### config.mk
export PLATFORM = sky130hd
export DESIGN_NAME = l2_bus_arbiter
export DESIGN_NICKNAME = d
export VERILOG_FILES = /design/src/rtl/l2_arb_pkg.sv /design/src/rtl/l2_bus_arbiter_snoop_pending_reg.sv /design/src/rtl/l2_bus_arbiter.sv
export SDC_FILE = /design/constraint.sdc
export NUM_CORES = 1
export LEC_CHECK = 0
export ABC_AREA = 1
export CAP_MARGIN = 10
export CORE_MARGIN = 2
export CORE_UTILIZATION = 48
export DETAILED_ROUTE_END_ITERATION = 6
export PLACE_DENSITY = 0.91
export SYNTH_ARGS = -nofsm -noshare
export SYNTH_HDL_FRONTEND = slang
export SYNTH_SLANG_ARGS = --single-unit
### constraint.sdc
create_clock -name clk -period 7.2 [get_ports clk]
set_input_delay 1.08 -clock clk [delete_from_list [all_inputs] [get_ports clk]]
set_output_delay 1.08 -clock clk [all_outputs]
set_load 0.02 [all_outputs]
### src/rtl/l2_arb_pkg.sv
// Shared types and address-field positions for the L2 bus arbiter.
//   arb_state_t : arbiter FSM state (IDLE, GNT0, GNT1)
//   TAG_*/INDEX_* : bit positions of the block tag and index within a word address
package l2_arb_pkg;

  typedef enum logic [1:0] {
    IDLE = 2'd0,
    GNT0 = 2'd1,
    GNT1 = 2'd2
  } arb_state_t;

  localparam int TAG_MSB   = 9;
  localparam int TAG_LSB   = 6;
  localparam int INDEX_MSB = 5;
  localparam int INDEX_LSB = 2;
  localparam int TAG_W     = TAG_MSB - TAG_LSB + 1;
  localparam int INDEX_W   = INDEX_MSB - INDEX_LSB + 1;

endpackage

### src/rtl/l2_bus_arbiter_snoop_pending_reg.sv
// One-entry pending-snoop holder for a single L1.
// Forwards the live snoop when there is one. If the L1 is busy while a live
// snoop is presented, the snoop is remembered (write beats read, newest
// tag/index kept) and replayed for exactly one cycle once the L1 goes idle
// with no live snoop competing.
// Ports:
//   clk, reset         clock, asynchronous active-high reset
//   freeze             L2 busy: pending entry holds, no replay issued
//   l1_busy            target L1 is not idle
//   live_rd/live_wr    live snoop from the granted core
//   live_tag/index     tag/index of the live snoop
//   snp_rd/snp_wr      snoop request presented to the target L1
//   snp_tag/snp_index  tag/index presented to the target L1
//   replay             high in the cycle a pending snoop is replayed
module snoop_pending_reg
  import l2_arb_pkg::*;
(
  input  logic               clk,
  input  logic               reset,
  input  logic               freeze,
  input  logic               l1_busy,
  input  logic               live_rd,
  input  logic               live_wr,
  input  logic [TAG_W-1:0]   live_tag,
  input  logic [INDEX_W-1:0] live_index,
  output logic               snp_rd,
  output logic               snp_wr,
  output logic [TAG_W-1:0]   snp_tag,
  output logic [INDEX_W-1:0] snp_index,
  output logic               replay
);

  logic               pend_vld;
  logic               pend_wr;
  logic [TAG_W-1:0]   pend_tag;
  logic [INDEX_W-1:0] pend_index;
  logic               live;

  assign live   = live_rd | live_wr;
  assign replay = pend_vld & ~live & ~l1_busy & ~freeze;

  always_comb begin
    snp_rd    = 1'b0;
    snp_wr    = 1'b0;
    snp_tag   = '0;
    snp_index = '0;
    if (live) begin
      snp_rd    = live_rd;
      snp_wr    = live_wr;
      snp_tag   = live_tag;
      snp_index = live_index;
    end else if (replay) begin
      snp_rd    = ~pend_wr;
      snp_wr    = pend_wr;
      snp_tag   = pend_tag;
      snp_index = pend_index;
    end
  end

  // A live snoop delivered to an idle L1 makes any older pending one stale.
  always_ff @(posedge clk or posedge reset) begin
    if (reset) begin
      pend_vld <= 1'b0;
      pend_wr  <= 1'b0;
    end else if (!freeze) begin
      if (live) begin
        if (l1_busy) begin
          pend_vld <= 1'b1;
          pend_wr  <= live_wr | (pend_vld & pend_wr);
        end else begin
          pend_vld <= 1'b0;
        end
      end else if (replay) begin
        pend_vld <= 1'b0;
      end
    end
  end

  // Payload only matters while pend_vld is set, so it needs no reset.
  always_ff @(posedge clk) begin
    if (!freeze && live && l1_busy) begin
      pend_tag   <= live_tag;
      pend_index <= live_index;
    end
  end

endmodule

### src/rtl/l2_bus_arbiter.sv
// Shares the single L2 read/write port between two write-through L1 caches.
// Round-robin, transaction-granular grant; the winner's request is muxed to
// L2, the loser is stalled, and the winner's access is broadcast as a snoop
// to the other L1 (with a one-entry replay buffer if that L1 is busy).
// Ports:
//   clk, reset                 clock, asynchronous active-high reset
//   l2_busy_i                  L2 not ready: freezes arbiter, stalls both L1s
//   l1_rd_req_i/l1_wr_req_i    per-core read/write request
//   l1_addr_i/l1_wdata_i       per-core word address / write data (core0 in LSBs)
//   l1_busy_i                  per-core "L1 not idle"
//   l2_rd_req_o/l2_wr_req_o    request to L2
//   l2_addr_o/l2_wdata_o       address/data to L2 (hold last value when idle)
//   l1_stall_o                 per-core stall (L2_busy input of the L1)
//   snp_rd_o/snp_wr_o          per-core snoop read/write
//   snp_tag_o/snp_index_o      per-core snoop tag/index (core0 in LSBs)
//   stats_o                    {grants0, grants1, conflicts, snoop_replays}
module l2_bus_arbiter
  import l2_arb_pkg::*;
#(
  parameter int N      = 32,
  parameter int AW     = 10,
  parameter int STAT_W = 8
) (
  input  logic                clk,
  input  logic                reset,
  input  logic                l2_busy_i,
  input  logic [1:0]          l1_rd_req_i,
  input  logic [1:0]          l1_wr_req_i,
  input  logic [2*AW-1:0]     l1_addr_i,
  input  logic [2*N-1:0]      l1_wdata_i,
  input  logic [1:0]          l1_busy_i,
  output logic                l2_rd_req_o,
  output logic                l2_wr_req_o,
  output logic [AW-1:0]       l2_addr_o,
  output logic [N-1:0]        l2_wdata_o,
  output logic [1:0]          l1_stall_o,
  output logic [1:0]          snp_rd_o,
  output logic [1:0]          snp_wr_o,
  output logic [2*TAG_W-1:0]  snp_tag_o,
  output logic [2*INDEX_W-1:0] snp_index_o,
  output logic [4*STAT_W-1:0] stats_o
);

  function automatic logic [STAT_W-1:0] sat_add(input logic [STAT_W-1:0] cnt,
                                                input logic [1:0] inc);
    logic [STAT_W:0] sum;
    sum = {1'b0, cnt} + {{(STAT_W-1){1'b0}}, inc};
    return sum[STAT_W] ? {STAT_W{1'b1}} : sum[STAT_W-1:0];
  endfunction

  arb_state_t        state, state_nxt;
  logic              last_winner, last_winner_nxt;
  logic              enter0, enter1, conflict;
  logic [1:0]        req;
  logic [1:0]        gnt_vec;
  logic              gnt_valid, gnt_core;
  logic              sel_rd, sel_wr;
  logic              eff_rd, eff_wr;
  logic [AW-1:0]     sel_addr, addr_hold;
  logic [N-1:0]      sel_wdata, wdata_hold;
  logic [STAT_W-1:0] grants0, grants1, conflicts, replays;
  logic [1:0]        live_rd, live_wr, replay;
  logic [TAG_W-1:0]  snp_tag_arr [2];
  logic [INDEX_W-1:0] snp_index_arr [2];

  assign req       = l1_rd_req_i | l1_wr_req_i;
  assign gnt_vec   = {state == GNT1, state == GNT0};
  assign gnt_valid = |gnt_vec;
  assign gnt_core  = gnt_vec[1];

  // Arbitration: ties in IDLE go to the core that did not win last.
  always_comb begin
    state_nxt       = state;
    last_winner_nxt = last_winner;
    enter0          = 1'b0;
    enter1          = 1'b0;
    conflict        = 1'b0;
    unique case (state)
      IDLE: begin
        if (req == 2'b11) begin
          conflict = 1'b1;
          if (last_winner) begin
            state_nxt = GNT0;
            enter0    = 1'b1;
          end else begin
            state_nxt = GNT1;
            enter1    = 1'b1;
          end
        end else if (req[0]) begin
          state_nxt = GNT0;
          enter0    = 1'b1;
        end else if (req[1]) begin
          state_nxt = GNT1;
          enter1    = 1'b1;
        end
      end
      GNT0: begin
        if (!req[0]) begin
          state_nxt       = IDLE;
          last_winner_nxt = 1'b0;
        end
      end
      GNT1: begin
        if (!req[1]) begin
          state_nxt       = IDLE;
          last_winner_nxt = 1'b1;
        end
      end
      default: state_nxt = IDLE;
    endcase
  end

  always_ff @(posedge clk or posedge reset) begin
    if (reset) begin
      state       <= IDLE;
      last_winner <= 1'b1;
      grants0     <= '0;
      grants1     <= '0;
      conflicts   <= '0;
      replays     <= '0;
    end else if (!l2_busy_i) begin
      state       <= state_nxt;
      last_winner <= last_winner_nxt;
      grants0     <= sat_add(grants0, {1'b0, enter0});
      grants1     <= sat_add(grants1, {1'b0, enter1});
      conflicts   <= sat_add(conflicts, {1'b0, conflict});
      replays     <= sat_add(replays, {1'b0, replay[0]} + {1'b0, replay[1]});
    end
  end

  // L2 port mux; a simultaneous read and write from one core issues the read.
  assign sel_rd    = gnt_core ? l1_rd_req_i[1] : l1_rd_req_i[0];
  assign sel_wr    = gnt_core ? l1_wr_req_i[1] : l1_wr_req_i[0];
  assign sel_addr  = gnt_core ? l1_addr_i[2*AW-1:AW] : l1_addr_i[AW-1:0];
  assign sel_wdata = gnt_core ? l1_wdata_i[2*N-1:N] : l1_wdata_i[N-1:0];
  assign eff_rd    = gnt_valid & sel_rd;
  assign eff_wr    = gnt_valid & sel_wr & ~sel_rd;

  always_ff @(posedge clk or posedge reset) begin
    if (reset) begin
      addr_hold  <= '0;
      wdata_hold <= '0;
    end else if (gnt_valid) begin
      addr_hold  <= sel_addr;
      wdata_hold <= sel_wdata;
    end
  end

  assign l2_rd_req_o = eff_rd;
  assign l2_wr_req_o = eff_wr;
  assign l2_addr_o   = gnt_valid ? sel_addr : addr_hold;
  assign l2_wdata_o  = gnt_valid ? sel_wdata : wdata_hold;

  // Stall is forced low while reset is held so the L1s see a clean idle bus.
  assign l1_stall_o = reset ? 2'b00 : ({2{l2_busy_i}} | (req & ~gnt_vec));

  // Core j is snooped by the access of the other core.
  assign live_rd = {gnt_vec[0] & eff_rd, gnt_vec[1] & eff_rd};
  assign live_wr = {gnt_vec[0] & eff_wr, gnt_vec[1] & eff_wr};

  for (genvar j = 0; j < 2; j++) begin : g_snoop
    snoop_pending_reg u_pend (
      .clk        (clk),
      .reset      (reset),
      .freeze     (l2_busy_i),
      .l1_busy    (l1_busy_i[j]),
      .live_rd    (live_rd[j]),
      .live_wr    (live_wr[j]),
      .live_tag   (sel_addr[TAG_MSB:TAG_LSB]),
      .live_index (sel_addr[INDEX_MSB:INDEX_LSB]),
      .snp_rd     (snp_rd_o[j]),
      .snp_wr     (snp_wr_o[j]),
      .snp_tag    (snp_tag_arr[j]),
      .snp_index  (snp_index_arr[j]),
      .replay     (replay[j])
    );
  end

  assign snp_tag_o   = {snp_tag_arr[1], snp_tag_arr[0]};
  assign snp_index_o = {snp_index_arr[1], snp_index_arr[0]};
  assign stats_o     = {grants0, grants1, conflicts, replays};

endmodule

== After elaboration in Yosys (flattened, before gate mapping) ==
Cells that the tools add are included.

* Eq/ne operators: 6
* Reductions and logical operators: 16
* Multiplexer cells: 54
* $add $sub $neg: 5
* Bitwise operators: 31

{| class="wikitable"
|+ Operators with widths
! cell !! number
|-
| two-way mux 32 bit || 2
|-
| two-way mux 4 bit || 8
|-
| two-way mux 8 bit || 4
|-
| two-way mux 1 bit || 29
|-
| adder 8 x 1 -> 9 bit || 3
|-
| two-way mux 10 bit || 2
|-
| bitwise AND 1 bit || 15
|-
| two-way mux 2 bit || 7
|-
| adder 8 x 2 -> 9 bit || 1
|-
| NOT 1 bit || 8
|-
| AND reduction 4 bit || 2
|-
| one-hot mux 2 bit (3 select lines) || 1
|-
| AND reduction 3 bit || 2
|-
| nonzero test 2 bit || 3
|-
| == test 2 bit, second input constant || 2
|-
| logical AND 1 bit || 4
|-
| inequality test 2 bit, second input constant || 2
|-
| inequality test 4 bit, second input constant || 1
|-
| OR 1 bit || 4
|-
| OR 2 bit || 2
|-
| AND reduction 2 bit || 2
|-
| adder 1 x 1 -> 2 bit || 1
|-
| bitwise AND 2 bit || 1
|-
| == test 2 x 1 -> 1 bit, second input constant || 1
|-
| other kinds (5) || 5
|}

* Register bits after elaboration: 97
* Logic and storage cells: 128
* Output and inout bits: 98

== Longest topological paths before layout ==
* Depth in word-level cells: 13
* Depth in mapped cells: 17
* Mapped depth without buffers: 17

== Modules after synthesis ==
A second synthesis with hierarchy kept.

* Cells, all modules: 622
* Area, all modules: 5108.6 um2

{| class="wikitable"
|+ By module, submodules not included
! module !! times used !! area each (um2) !! cells an instance !! seq. area each (um2)
|-
| l2_bus_arbiter || 1 || 4015.1 || 496 || 1928.1
|-
| snoop_pending_reg || 2 || 546.8 || 63 || 290.3
|}

== Worst setup path after synthesis ==
Ideal clock, no wire load.

* Kind: input-to-output
* Start: input port l1_rd_req_i[1]
* End: output port snp_index_o[0]
* Data arrival time: 2.014 ns
* Path buffers: 0
* Data required time: 6.120 ns
* Stages: 8
* Setup slack: 4.106 ns
* Path through: inv_1 > nand2_1 > nand2_4 > nor2_8 > nand2_4 > nand2_4 > inv_2 > o21ai_1

* Elaborated cells between the ends (all ways): 13

{| class="wikitable"
|+ RTL lines
! element !! RTL line !! RTL
|-
| start, declared || l2_bus_arbiter.sv:27 || <nowiki>input logic [1:0] l1_rd_req_i,</nowiki>
|-
| two-way mux 1 bit * || l2_bus_arbiter.sv:132 || <nowiki>assign sel_rd = gnt_core ? l1_rd_req_i[1] : l1_rd_req_i[0];</nowiki>
|-
| bitwise AND 1 bit * || l2_bus_arbiter.sv:136 || <nowiki>assign eff_rd = gnt_valid & sel_rd;</nowiki>
|-
| net l2_rd_req_o || l2_bus_arbiter.sv:32 || <nowiki>output logic l2_rd_req_o,</nowiki>
|-
| bitwise AND 1 bit * || l2_bus_arbiter.sv:158 || <nowiki>assign live_rd = {gnt_vec[0] & eff_rd, gnt_vec[1] & eff_rd};</nowiki>
|-
| OR 1 bit * || l2_bus_arbiter_snoop_pending_reg.sv:39 || <nowiki>assign live = live_rd | live_wr;</nowiki>
|-
| NOT 1 bit || l2_bus_arbiter_snoop_pending_reg.sv:40 || <nowiki>assign replay = pend_vld & ~live & ~l1_busy & ~freeze;</nowiki>
|-
| bitwise AND 1 bit (3 in series) || l2_bus_arbiter_snoop_pending_reg.sv:40 ||
|-
| two-way mux 4 bit || l2_bus_arbiter_snoop_pending_reg.sv:52 || <nowiki>end else if (replay) begin</nowiki>
|-
| two-way mux 4 bit * || l2_bus_arbiter_snoop_pending_reg.sv:47 || <nowiki>if (live) begin</nowiki>
|-
| end, declared || l2_bus_arbiter.sv:40 || <nowiki>output logic [2*INDEX_W-1:0] snp_index_o,</nowiki>
|}

Mark *: on every way through the listed nets, which the timed path passes. The rest lies on a longest branch.

== Final worst setup path ==
* Start: register state[1]
* End: output port snp_index_o[3]

* Word-level cells in the longest chain between the ends: 12
* Elaborated cells between the ends (all ways): 19

{| class="wikitable"
|+ RTL lines
! element !! RTL line !! RTL
|-
| start, declared || l2_bus_arbiter.sv:51 || <nowiki>arb_state_t state, state_nxt;</nowiki>
|-
| start signal, assigned || l2_bus_arbiter.sv:122 || <nowiki>state <= state_nxt;</nowiki>
|-
| == test 2 x 1 -> 1 bit / == test 2 bit (equally long branches) || l2_bus_arbiter.sv:67 || <nowiki>assign gnt_vec = {state == GNT1, state == GNT0};</nowiki>
|-
| OR reduction 2 bit (tied with other cells) || l2_bus_arbiter.sv:68 || <nowiki>assign gnt_valid = |gnt_vec;</nowiki>
|-
| bitwise AND 1 bit / NOT 1 bit (equally long branches) || l2_bus_arbiter.sv:137 || <nowiki>assign eff_wr = gnt_valid & sel_wr & ~sel_rd;</nowiki>
|-
| bitwise AND 1 bit || l2_bus_arbiter.sv:137 ||
|-
| bitwise AND 1 bit || l2_bus_arbiter.sv:159 || <nowiki>assign live_wr = {gnt_vec[0] & eff_wr, gnt_vec[1] & eff_wr};</nowiki>
|-
| OR 1 bit || l2_bus_arbiter_snoop_pending_reg.sv:39 ||
|-
| NOT 1 bit || l2_bus_arbiter_snoop_pending_reg.sv:40 ||
|-
| bitwise AND 1 bit (3 in series) || l2_bus_arbiter_snoop_pending_reg.sv:40 ||
|-
| two-way mux 4 bit || l2_bus_arbiter_snoop_pending_reg.sv:52 ||
|-
| two-way mux 4 bit * || l2_bus_arbiter_snoop_pending_reg.sv:47 ||
|}

Every way passes the cells marked *; elsewhere a longest branch is shown, timed or not.

==> summary by stage <==
Run status
The flow ran to the end, and the final reports show no timing, DRC or antenna violations.

Placement
Summing all placed instances gives a cell area of 0.00688 mm^2. The number of buffers inserted by port buffering is 190. The weighted congestion reported at the end of routability-driven placement is 0.862. The detailed placement HPWL is 10200 um.

CTS
The post-cts repair resize count is 0. CTS built an H-tree with a depth of 3. The clock tree buffer depth is 2. The number of sinks driven by the clock tree is 97. The tree is rooted in a clkbuf_8. The CTS tree is yes. The clock-pin slew reported for the worst setup and hold paths after clock tree synthesis is 0.09 ns. The clock latency of the later-clocked register in the worst-skew pair is 0.35 ns. Buffers inserted during clock tree synthesis total 9.

In this run, post-CTS hold repair placed 0 buffers. The total setup buffers inserted after CTS is 0.

Global route
Entering global routing, the biggest net connects 82 pins. The aggregate global routing overflow is 0. The global routing usage summed across all routing layers is 25.1%. The initial antenna violation count came to 0. The first-pass GRT wire length is 22600 um.

The via count of the first global-routing pass is 4853.

Die
The site row count is 37. The chip height is 106 um. The width of the chip is 106 um.

The core area is 0.0102 mm^2. Once the floorplan was initialized, standard cells occupied 48.8% of the core. The die covers 0.0112 mm^2. Pin placement for this block handled 191 I/O pins.

Critical path
The critical path data required time is 6.12 ns. The category of the most critical setup path is flop to output pin. Data on the critical path arrives at its endpoint at 4.04 ns. The worst setup path is captured at an output pin. For this run, the slowest stage of the critical path takes 1.08 ns. Of all nets on the critical path, the largest fanout is 51. The largest individual stage delay along the critical path comes from the cell ha_1.

Traced cell by cell, the critical path runs through inv_1 -> ha_1 -> inv_2 -> nor2_8 -> nand2_4 -> nand2_4 -> inv_2 -> o21ai_1 -> clkdlybuf4s50_1. The kind of start point of the critical path is a flop.

Routing
The number of detailed-routing iterations run before antenna repair is 5. The average wire per standard cell is 15.3 um. Using the TritonRoute via totals, the vias-per-cell ratio works out to 5.33. For this block, the via count after detailed routing is 4790. The wire length after detailed routing is 13800 um. The count of routing violations after the opening detailed-route iteration is 251. The number of nets with antenna violations after detailed routing is 0.

The DRC violation count after routing is 0.

Synth
The count of flip-flops with a built-in enable after synthesis is 16. The post-synth design cell area is 0.00497 mm^2. For this run, asynchronously set or reset flops after synthesis account for 83.5%. The prevailing post-synth register cell is dfrtp_1.

During synthesis, Yosys emitted a total of 0 warnings. The synthesized netlist contains 37 unique library cells. The share of Yosys cell area claimed by the top area cell type is 40.3%.

The post-synthesis cell type with the largest combined area is dfrtp_1. When the netlist entered floorplanning its net count stood at 688. The share of the Yosys chip area taken by registers is 50.4%. In this run, synthesis produced a sequential element count of 97. The synthesized area divided by synthesized cell count is 8.52 um^2. The cell count after synthesis came out at 584.

Sorting the synthesized cells by area gives the leading types as dfrtp_1 40%, edfxtp_1 9.7%, o21ai_0 9.6%.

Run
The number of maximum-capacitance constraint violations is 0.

Cells and area
The number of filler instances in the final layout is 792. The area growth from synthesis to layout is 42.6%. The fraction of final layout cells with drive strength greater than 1 is 6.29%. The number of antenna diodes in the final layout is 0.

After routing the design area is 0.00709 mm^2. At the end of the flow, the number of nets in the layout was 862.

STA
The achievable frequency is 195 MHz. The transition time at the pin with the least slew margin is 1.18 ns. Summed over all failing endpoints, the final setup total negative slack is 0 ns.

Setup violations remaining at the end of the flow were counted as 0. Dividing the final minimum period by the clock period gives 71.1%. The number of max-slew violations in the final report is 0. Headroom to the max-slew limit came out at 21.2%. Setup repair after global routing left no endpoint under its margin. The clock skew is 0.0109 ns. The hold violation total from the final report is 0. The minimum clock period is 5.12 ns.

Power and ir drop
The peak ir drop on the vdd network is 347 uV. The analysis attributes to cell leakage a power of 3.10 nW. The power density over the cells is 479 mW/mm^2.

Min path
The path class of the tightest hold or removal check is flop to flop.
## layout by cell type (no fill, tap or decap), types with 3 or more instances in the layout
master	instances
o21ai_1	30
edfxtp_1	16
nor2_1	66
nand2_4	5
ha_1	9
or2_2	9
nand3_1	20
inv_2	3
a21oi_1	7
clkbuf_8	9
nand3b_1	4
clkdlybuf4s50_1	190
nand4_1	22
xor2_1	7
dfrtp_1	80
nand2_1	112
o21ai_0	95
inv_1	49
## per-layer routing
layer / share of wire, % / global-route usage (%)
met5: 0 / 0
met3: 6.3 / 4.21
met2: 51 / 44.7
met4: 3.6 / 11.1
met1: 39 / 29.7
## synth_stat cells (4+ instances only)
library cell  count
edfxtp_1         16
o21ai_0          95
nand3b_1          4
buf_2             8
nand2_4           5
dfrtp_1          80
buf_4             4
inv_1            50
nand2_1         112
o21ai_1          30
or2_2             9
ha_1             10
nor2_1           66
clkbuf_1          6
buf_6             6
xor2_1            7
nand3_1          20
nand4_1          22
a21oi_1           7
## kinds of logic after synthesis
family	after synthesis	synth area share (%)
AND/OR/NAND/NOR	249	23.5
flip-flops	97	50.4
XOR/XNOR	8	1.41
AO/OA/AOI/OAI	135	13.8
adder cells (fa/ha/maj)	11	2.92
buffers and inverters	84	7.87
## critical path: cells and delay by family (launching register included)
family,cells,cell delay (ns)
AOI/OAI and AO/OA,1,0.14
adders and majority gates,1,1.08
buffers and inverters,4,1.46
DFF,1,0.40
and+or+nand+nor,3,0.60
## through the flow
stage	power, mW	worst slack [ns]	instances	hold slack [ns]	util [%]
after floorplan	2.11	4.04	584	0.456	-
after global placement	2.96	2.67	883	0.468	67.6
after detailed placement	3.04	2.42	883	0.483	67.6
after CTS	3.42	2.08	899	0.500	69.7
after global routing	3.63	1.71	899	0.511	69.7
final	3.40	2.08	899	0.494	69.7
## worst paths after layout
| path | from | to | slack (ns) | cells past startpoint |
|---|---|---|---|---|
| min in group asynchronous | reset | grants1[3] | 1.42 | 3 |
| max in group asynchronous | reset | addr_hold[9] | 5.15 | 3 |
| hold / removal | last_winner | last_winner | 0.49 | 2 |
| hold reg to reg | last_winner | last_winner | 0.49 | 2 |
| setup / recovery | state[1] | snp_index_o[3] | 2.08 | 9 |
| setup reg to reg | state[1] | replays[4] | 2.98 | 14 |
## flip-flops by register name, indices dropped and copies added (netlist names)
register	count
state	2
last_winner	1
g_snoop.u_pend.pend_index	8
g_snoop.u_pend.pend_vld	2
replays	8
grants0	8
addr_hold	10
wdata_hold	32
grants1	8
g_snoop.u_pend.pend_tag	8
g_snoop.u_pend.pend_wr	2
conflicts	8
## power breakdown
part           internal, mW  total [mW]  switching [mW]  leakage (nW)
combinational         0.862        2.13            1.27          1.87
sequential            0.783       0.903           0.119          1.12
clock                 0.184       0.369           0.185         0.109
total                  1.83        3.40            1.57          3.10
## cell type report
class / instances / area, um^2 / area share, %
clock buffers: 11 / 153 / 2.15
repair buffers: 191 / 1910 / 26.9
inverters: 56 / 216 / 3.05
multi-input cells: 403 / 2080 / 29.3
flip-flops and latches: 97 / 2510 / 35.4
clock inverters: 5 / 61.3 / 0.864
well taps: 136 / 170 / 2.40
(Power assumes the default switching activity.)
